`src/rtl/tv80_busrq_dma.sv`:
```
// Block-copy engine that borrows the tv80s memory bus through busrq_n/busak_n.
// Moore outputs decode the registered state, so reset and cen=0 act on them directly.
module tv80_busrq_dma #(
  parameter int ADDR_W = 16,
  parameter int DATA_W = 8,
  parameter int LEN_W  = 8
) (
  input  logic              clk,
  input  logic              reset,
  input  logic              cen,
  input  logic              start,
  input  logic [ADDR_W-1:0] src_addr,
  input  logic [ADDR_W-1:0] dst_addr,
  input  logic [LEN_W-1:0]  len,
  output logic              busrq_n,
  input  logic              busak_n,
  output logic              bus_own,
  output logic [ADDR_W-1:0] dma_a,
  output logic [DATA_W-1:0] dma_do,
  input  logic [DATA_W-1:0] dma_di,
  output logic              dma_mreq_n,
  output logic              dma_rd_n,
  output logic              dma_wr_n,
  output logic              busy,
  output logic              done
);

  typedef enum logic [2:0] {IDLE, REQ, RD, WR, REL, FIN} state_t;

  state_t            state, state_nx;
  logic [ADDR_W-1:0] src_r, dst_r, a_hold;
  logic [LEN_W-1:0]  cnt_r;
  logic [DATA_W-1:0] data_r;

  always_ff @(posedge clk or posedge reset) begin
    if (reset) begin
      state  <= IDLE;
      src_r  <= '0;
      dst_r  <= '0;
      a_hold <= '0;
      cnt_r  <= '0;
      data_r <= '0;
    end else if (cen) begin
      state  <= state_nx;
      a_hold <= dma_a;
      case (state)
        IDLE: if (start && len != '0) begin
          src_r <= src_addr;
          dst_r <= dst_addr;
          cnt_r <= len;
        end
        // memory presented dma_di on the negedge inside RD
        RD: data_r <= dma_di;
        WR: begin
          src_r <= src_r + ADDR_W'(1);
          dst_r <= dst_r + ADDR_W'(1);
          cnt_r <= cnt_r - LEN_W'(1);
        end
        default: ;
      endcase
    end
  end

  assign dma_do = data_r;

  always_comb begin
    state_nx   = state;
    busrq_n    = 1'b1;
    bus_own    = 1'b0;
    dma_a      = a_hold;
    dma_mreq_n = 1'b1;
    dma_rd_n   = 1'b1;
    dma_wr_n   = 1'b1;
    busy       = 1'b1;
    done       = 1'b0;
    case (state)
      IDLE: begin
        busy = 1'b0;
        if (start) state_nx = (len != '0) ? REQ : FIN;
      end
      REQ: begin
        busrq_n = 1'b0;
        if (!busak_n) state_nx = RD;
      end
      RD: begin
        busrq_n    = 1'b0;
        bus_own    = 1'b1;
        dma_a      = src_r;
        dma_mreq_n = 1'b0;
        dma_rd_n   = 1'b0;
        state_nx   = WR;
      end
      WR: begin
        busrq_n    = 1'b0;
        bus_own    = 1'b1;
        dma_a      = dst_r;
        dma_mreq_n = 1'b0;
        dma_wr_n   = 1'b0;
        state_nx   = (cnt_r == LEN_W'(1)) ? REL : RD;
      end
      REL: if (busak_n) state_nx = FIN;
      FIN: begin
        busy     = 1'b0;
        done     = 1'b1;
        state_nx = IDLE;
      end
      default: state_nx = IDLE;
    endcase
  end

endmodule

```
`config.mk`:
```
export PLATFORM = sky130hd
export DESIGN_NAME = tv80_busrq_dma
export DESIGN_NICKNAME = d
export VERILOG_FILES = /design/src/rtl/tv80_busrq_dma.sv
export SDC_FILE = /design/constraint.sdc
export NUM_CORES = 1
export LEC_CHECK = 0
export ABC_AREA = 1
export BUFFER_PORTS_ARGS = -buffer_cell sky130_fd_sc_hd__buf_2
export CAP_MARGIN = 20
export CORE_ASPECT_RATIO = 0.9
export CORE_MARGIN = 1.5
export CORE_UTILIZATION = 56
export DETAILED_ROUTE_END_ITERATION = 12
export GPL_ROUTABILITY_DRIVEN = 0
export PLACE_DENSITY = 0.88
export SLEW_MARGIN = 20
export SYNTH_ARGS = -nofsm -noshare
export SYNTH_HDL_FRONTEND = slang
export SYNTH_SLANG_ARGS = --single-unit
```
`constraint.sdc`:
```
create_clock -name clk -period 2.69 [get_ports clk]
set_input_delay 0.538 -clock clk [delete_from_list [all_inputs] [get_ports clk]]
set_output_delay 0.538 -clock clk [all_outputs]
set_load 0.01 [all_outputs]
```
==> results of run 1 <==
stage by stage:
step | utilization | instances | hold WS [ns] | total power [µW] | instance area, µm²
floorplan | - | 636 | 0.449 | 4020 | 4250
global placement | 0.658 | 797 | 0.461 | 4800 | 4730
detailed placement | 0.658 | 797 | 0.467 | 4950 | 4730
CTS | 0.680 | 812 | 0.275 | 5680 | 4890
global route | 0.684 | 815 | 0.299 | 6260 | 4910
finish | 0.684 | 815 | 0.256 | 5780 | 4910
cells in the mapped netlist:
cell type / n
nor3_1: 10
a21boi_0: 1
o221ai_1: 9
nand2_2: 1
o21ai_1: 1
a21oi_1: 3
xor2_1: 4
buf_2: 10
mux2_2: 8
dfrtp_1: 67
buf_6: 2
o21bai_1: 2
nand2_1: 257
nor2_1: 79
o211ai_1: 5
inv_1: 52
buf_4: 5
clkbuf_1: 6
nor2_4: 2
nand4_1: 5
xnor2_1: 2
buf_1: 1
ha_1: 4
nand3_1: 49
nand3_4: 1
o21ai_0: 43
nor3b_1: 2
and2_1: 1
inv_2: 2
nor2_2: 2
power by group:
group,total (µW),internal [µW],leakage (µW),switching (µW)
logic,3100,1100,0.00168,2000
registers,1960,1480,0.000832,479
clock network,724,351,0.0000860,373
worst max-delay path, cell delays in order (launching register included):
cell	delay, ns
dfrtp_1	0.62
nand2_1	0.21
nor2_4	0.31
nand2_1	0.19
o211ai_1	0.18
buf_2	0.19
how the worst max path moves through the flow:
| stage | startpoint | endpoint | slack (ns) | cells past startpoint |
|---|---|---|---|---|
| floorplan | reset | a_hold[0] | 0.47 | 1 |
| global placement | state[1] | dma_a[4] | 0.54 | 5 |
| detailed placement | state[1] | dma_a[13] | 0.45 | 5 |
| CTS | state[1] | dma_a[13] | 0.08 | 5 |
| global route | state[1] | dma_a[4] | 0.002 | 5 |
| finish | state[1] | dma_a[13] | 0.11 | 5 |
timing repair:
action	CTS	global route
buffers inserted	0	3
resized for setup	0	1
endpoints found under the setup margin	0	11
area by class of cell:
| class | count | area [µm²] |
|---|---|---|
| clock buffers | 12 | 145 |
| clock inverters | 3 | 15.0 |
| well taps | 93 | 116 |
| fillers | 606 | 2270 |
| inverters | 54 | 203 |
| flip-flops and latches | 67 | 1680 |
| multi-input cells | 491 | 2240 |
| repair buffers | 95 | 518 |
state kept, by name, summed over array words and instances, names as in the netlist:
signal  flops
state       3
dst_r      16
cnt_r       8
dma_do      8
src_r      16
a_hold     16
cell families (layout without fill, tap and decap cells):
logic type               after synthesis  count (layout)
AO/OA/AOI/OAI                         64              64
XOR/XNOR                               6               6
adder cells (fa/ha/maj)                4               4
buffers and inverters                 78             164
flip-flops                            67              67
multiplexers                           8               8
AND/OR/NAND/NOR                      409             409
metal layers:
| metal | track usage | part of all wire | vias to the layer above |
|---|---|---|---|
| met4 | 0.114 | 0.017 | 0 |
| li1 | - | - | 2185 |
| met3 | 0.0479 | 0.10 | 23 |
| met1 | 0.421 | 0.42 | 2067 |
| met5 | 0 | 0 | - |
| met2 | 0.482 | 0.46 | 256 |
==> metrics.yaml, run 1 <==
sta:
  slew_headroom: 0.632
  finalWorstSetupSlack_ns: 0.109
  finalSetupViolCount: 0
  worst_pin_slew_ns: 0.552
  hold_viol_final: 0
  fin_crit_sh: 0.959
  drv_slew: 0
  fin_crit_ns: 2.58
  rsz0062_at_grt: "no"
  fin_skew_ns: 0.0116
  fin_tns_setup_ns: 0
  clock.fmax_ghz: 0.387
synth:
  yosys_warnings: 0
  synthCells: 636
  synthAdderAreaFrac: 0.0118
  ys_ff_latch: 67
  syn_area_per_cell_um2: 6.68
  synth.net_count: 693
  synthTopCellsByArea: "dfrtp_1 39%, nand2_1 23%, nor2_1 7.0%"
  yosys.area_share.simple: 0.392
  synth.distinct_cells: 30
  synth_top_area_cell: "dfrtp_1"
  synth_compound_area_frac: 0.0880
  synth_top_family_by_area: "simple AND/OR/NAND/NOR gates"
  yosys.area.top_type_share: 0.394
  synthXorXnorAreaFrac: 0.0124
  syn_area_um2: 4250
  synth-seq-area-share: 0.394
  synth.mux.area_fraction: 0.0212
layout:
  final_cell_mix: "257 x nand2_1, 83 x buf_2, 79 x nor2_1"
  final_nets: 775
  drive_gt1_frac: 0.173
  n_antenna_cell: 0
  final_common_cell: "nand2_1"
  area_delta_synth_final_pct: 15.6
detailed_routing:
  drtIter0Drc: 470
  finalWirelength_mm: 11.6
  ant_nets: 0
  drt-pass1-iter-count: 5
  wl_per_cell_um: 14.3
  viasPerCell: 5.56
  drc: 0
  num_vias: 4531
floorplan:
  io_pins: 84
  start_util: 0.592
  coreArea_um2: 7180
  fp-row-count: 29
  die_height_um: 85.7
  die_area_um2: 8120
  die_w_um: 94.8
setup_path:
  reg2reg_depth: 9
  critPathMaxFanout: 12
  crit_path_end_kind: "output port"
  rrSetupSlack_ns: 0.60
  critical_path_class: "register to output port"
  timing.rr.end: "src_r[7]"
  worstPathArrival_ns: 2.04
  r2r-start: "state[1]"
  required_ns: 2.15
  cp-start-kind: "register"
clock_tree:
  clk_latency_ns: 0.35
  h-tree-depth: 3
  clock_sinks: 67
  root_buffer: "clkbuf_8"
  cts_buffers: 9
  path_clk_slew_ns: 0.08
  tritoncts: "built"
  postCtsHoldBufs: 0
  max-clock-path-buffers: 2
placement:
  port-buffer-count: 83
  pre_cts_slack_ns: 0.450
  hpwl_mm: 8.43
grt:
  grt_pass1_wl_mm: 19.2
  grt-ovfl-total: 0
  grt_pass1_vias: 4189
  grt_max_degree: 68
  antenna_found_initial: 0
  grt_usage: 0.304
power_and_ir_drop:
  leakage_uw: 0.00260
  power.density_nw_per_um2: 1180
  vdd_ir_drop_max_mv: 0.897
worst_hold_path:
  hold_path_class: "input pin to async pin"
job:
  maxCapViolCount: 0
outcome:
  run_status: "completed"
Power figures use the tool's default switching activity.
==> inputs of run 2 (changes only) <==
--- a/config.mk
+++ b/config.mk
@@ -7,13 +7,13 @@
 export LEC_CHECK = 0
 export ABC_AREA = 1
 export BUFFER_PORTS_ARGS = -buffer_cell sky130_fd_sc_hd__buf_2
-export CAP_MARGIN = 20
+export CAP_MARGIN = 5
 export CORE_ASPECT_RATIO = 0.9
 export CORE_MARGIN = 1.5
 export CORE_UTILIZATION = 56
 export DETAILED_ROUTE_END_ITERATION = 12
 export GPL_ROUTABILITY_DRIVEN = 0
-export PLACE_DENSITY = 0.88
+export PLACE_DENSITY_LB_ADDON = 0.05
 export SLEW_MARGIN = 20
 export SYNTH_ARGS = -nofsm -noshare
 export SYNTH_HDL_FRONTEND = slang
==> metrics.yaml, run 2 (synthesis gave the netlist of run 1 again) <==
outcome:
  run_status: "completed"
detailed_routing:
  drt-pass1-iter-count: 5
  ant_nets: 0
  drtIter0Drc: 488
  wl_per_cell_um: 14.3
  finalWirelength_mm: 11.6
  drc: 0
  viasPerCell: 5.52
  num_vias: 4464
sta:
  fin_crit_ns: 2.60
  slew_headroom: 0.640
  rsz0062_at_grt: "no"
  drv_slew: 0
  finalSetupViolCount: 0
  clock.fmax_ghz: 0.385
  fin_tns_setup_ns: 0
  hold_viol_final: 0
  fin_skew_ns: 0.0111
  worst_pin_slew_ns: 0.540
  fin_crit_sh: 0.965
layout:
  area_delta_synth_final_pct: 14.9
  final_cell_mix: "257 x nand2_1, 83 x buf_2, 79 x nor2_1"
  fin_cells: 809
  final_nets: 769
  n_antenna_cell: 0
  reg.largest.list: "a_hold: 16 flops, dst_r: 16 flops, src_r: 16 flops"
  drive_gt1_frac: 0.168
  final_common_cell: "nand2_1"
placement:
  dp_cells: 794
  hpwl_mm: 8.32
  port-buffer-count: 83
clock_tree:
  cts_buffers: 9
  clock_sinks: 67
  cts_resized: 0
  max-clock-path-buffers: 2
  tritoncts: "built"
  h-tree-depth: 3
  path_clk_slew_ns: 0.07
  clk_latency_ns: 0.35
  post_cts_buffers: 0
  root_buffer: "clkbuf_8"
  postCtsHoldBufs: 0
grt:
  grt_usage: 0.305
  grt_pass1_wl_mm: 18.9
  grt-ovfl-total: 0
  grt_max_degree: 68
  antenna_found_initial: 0
  grt_pass1_vias: 3886
power_and_ir_drop:
  power.density_nw_per_um2: 1180
  vdd_ir_drop_max_mv: 0.694
  finalPower_uw: 5740
  leakage_uw: 0.00257
job:
  maxCapViolCount: 0
floorplan:
  die_w_um: 94.8
  die_area_um2: 8120
  io_pins: 84
  die_height_um: 85.7
  fp-row-count: 29
  start_util: 0.592
  coreArea_um2: 7180
setup_path:
  slowest_delay_ns: 0.61
  crit_path_end_kind: "output port"
  critPathMaxFanout: 15
  critical-path-slowest-cell: "dfrtp_1"
  cp-start-kind: "register"
  worstPathArrival_ns: 2.06
  path_common_cell: "nand2_1"
  required_ns: 2.15
  cp_top_family: "simple AND/OR/NAND/NOR gates"
  critPathLaunch: "state[1]"
  cp_num_buf_inv: 1
  critical_path_class: "register to output port"
  r2r-start: "state[1]"
  worstPathCellList: "nand2_1, nor2_4, nand2_1, o211ai_1, buf_2"
worst_hold_path:
  hold_path_class: "input pin to async pin"
## run 2: area by class of cell
class                   instances  area, µm²
inverters                      54        205
clock inverters                 2       10.0
well taps                      93        116
flip-flops and latches         67       1680
multi-input cells             491       2230
clock buffers                  13        169
fillers                       642       2300
repair buffers                 89        473
## run 2: where the power goes
group / internal [µW] / total, µW / switching, µW
registers: 1480 / 1940 / 467
clock network: 403 / 787 / 384
logic: 1050 / 3010 / 1960
total: 2930 / 5740 / 2810
## run 2: worst reg2reg max path, delay by kind of cell (launching register included)
family / cells / cell delay (ns)
AND/OR/NAND/NOR: 4 / 0.74
buffers and inverters: 1 / 0.41
AO/OA/AOI/OAI: 2 / 0.18
flip-flops: 1 / 0.61
## run 2: path summary, 6_finish.rpt
| path | to | slack [ns] | cells past startpoint |
|---|---|---|---|
| setup / recovery | dma_a[11] | 0.09 | 5 |
| hold / removal | state[1] | 0.25 | 3 |
| setup reg to reg | dst_r[7] | 0.68 | 7 |
| hold reg to reg | a_hold[11] | 0.48 | 2 |
| max in group asynchronous | cnt_r[7] | 2.13 | 3 |
| min in group clk | dma_do[2] | 0.42 | 2 |
## run 2: metal layers
metal  GRT usage  vias to the layer above  wire, µm
met5           0                        -         0
met1       0.466                     2054      5220
li1            -                     2167         -
met3      0.0709                       20      1140
met4      0.0638                        0       164
met2       0.440                      223      5050
## run 2: stage by stage
stage,cell area [µm²],hold slack [ns],worst slack (ns),util
floorplan,4250,0.449,0.469,-
CTS,4880,0.274,0.0899,0.680
global route,4880,0.297,0.00619,0.680
global placement,4700,0.463,0.607,0.655
finish,4880,0.248,0.0946,0.680
detailed placement,4700,0.466,0.467,0.655
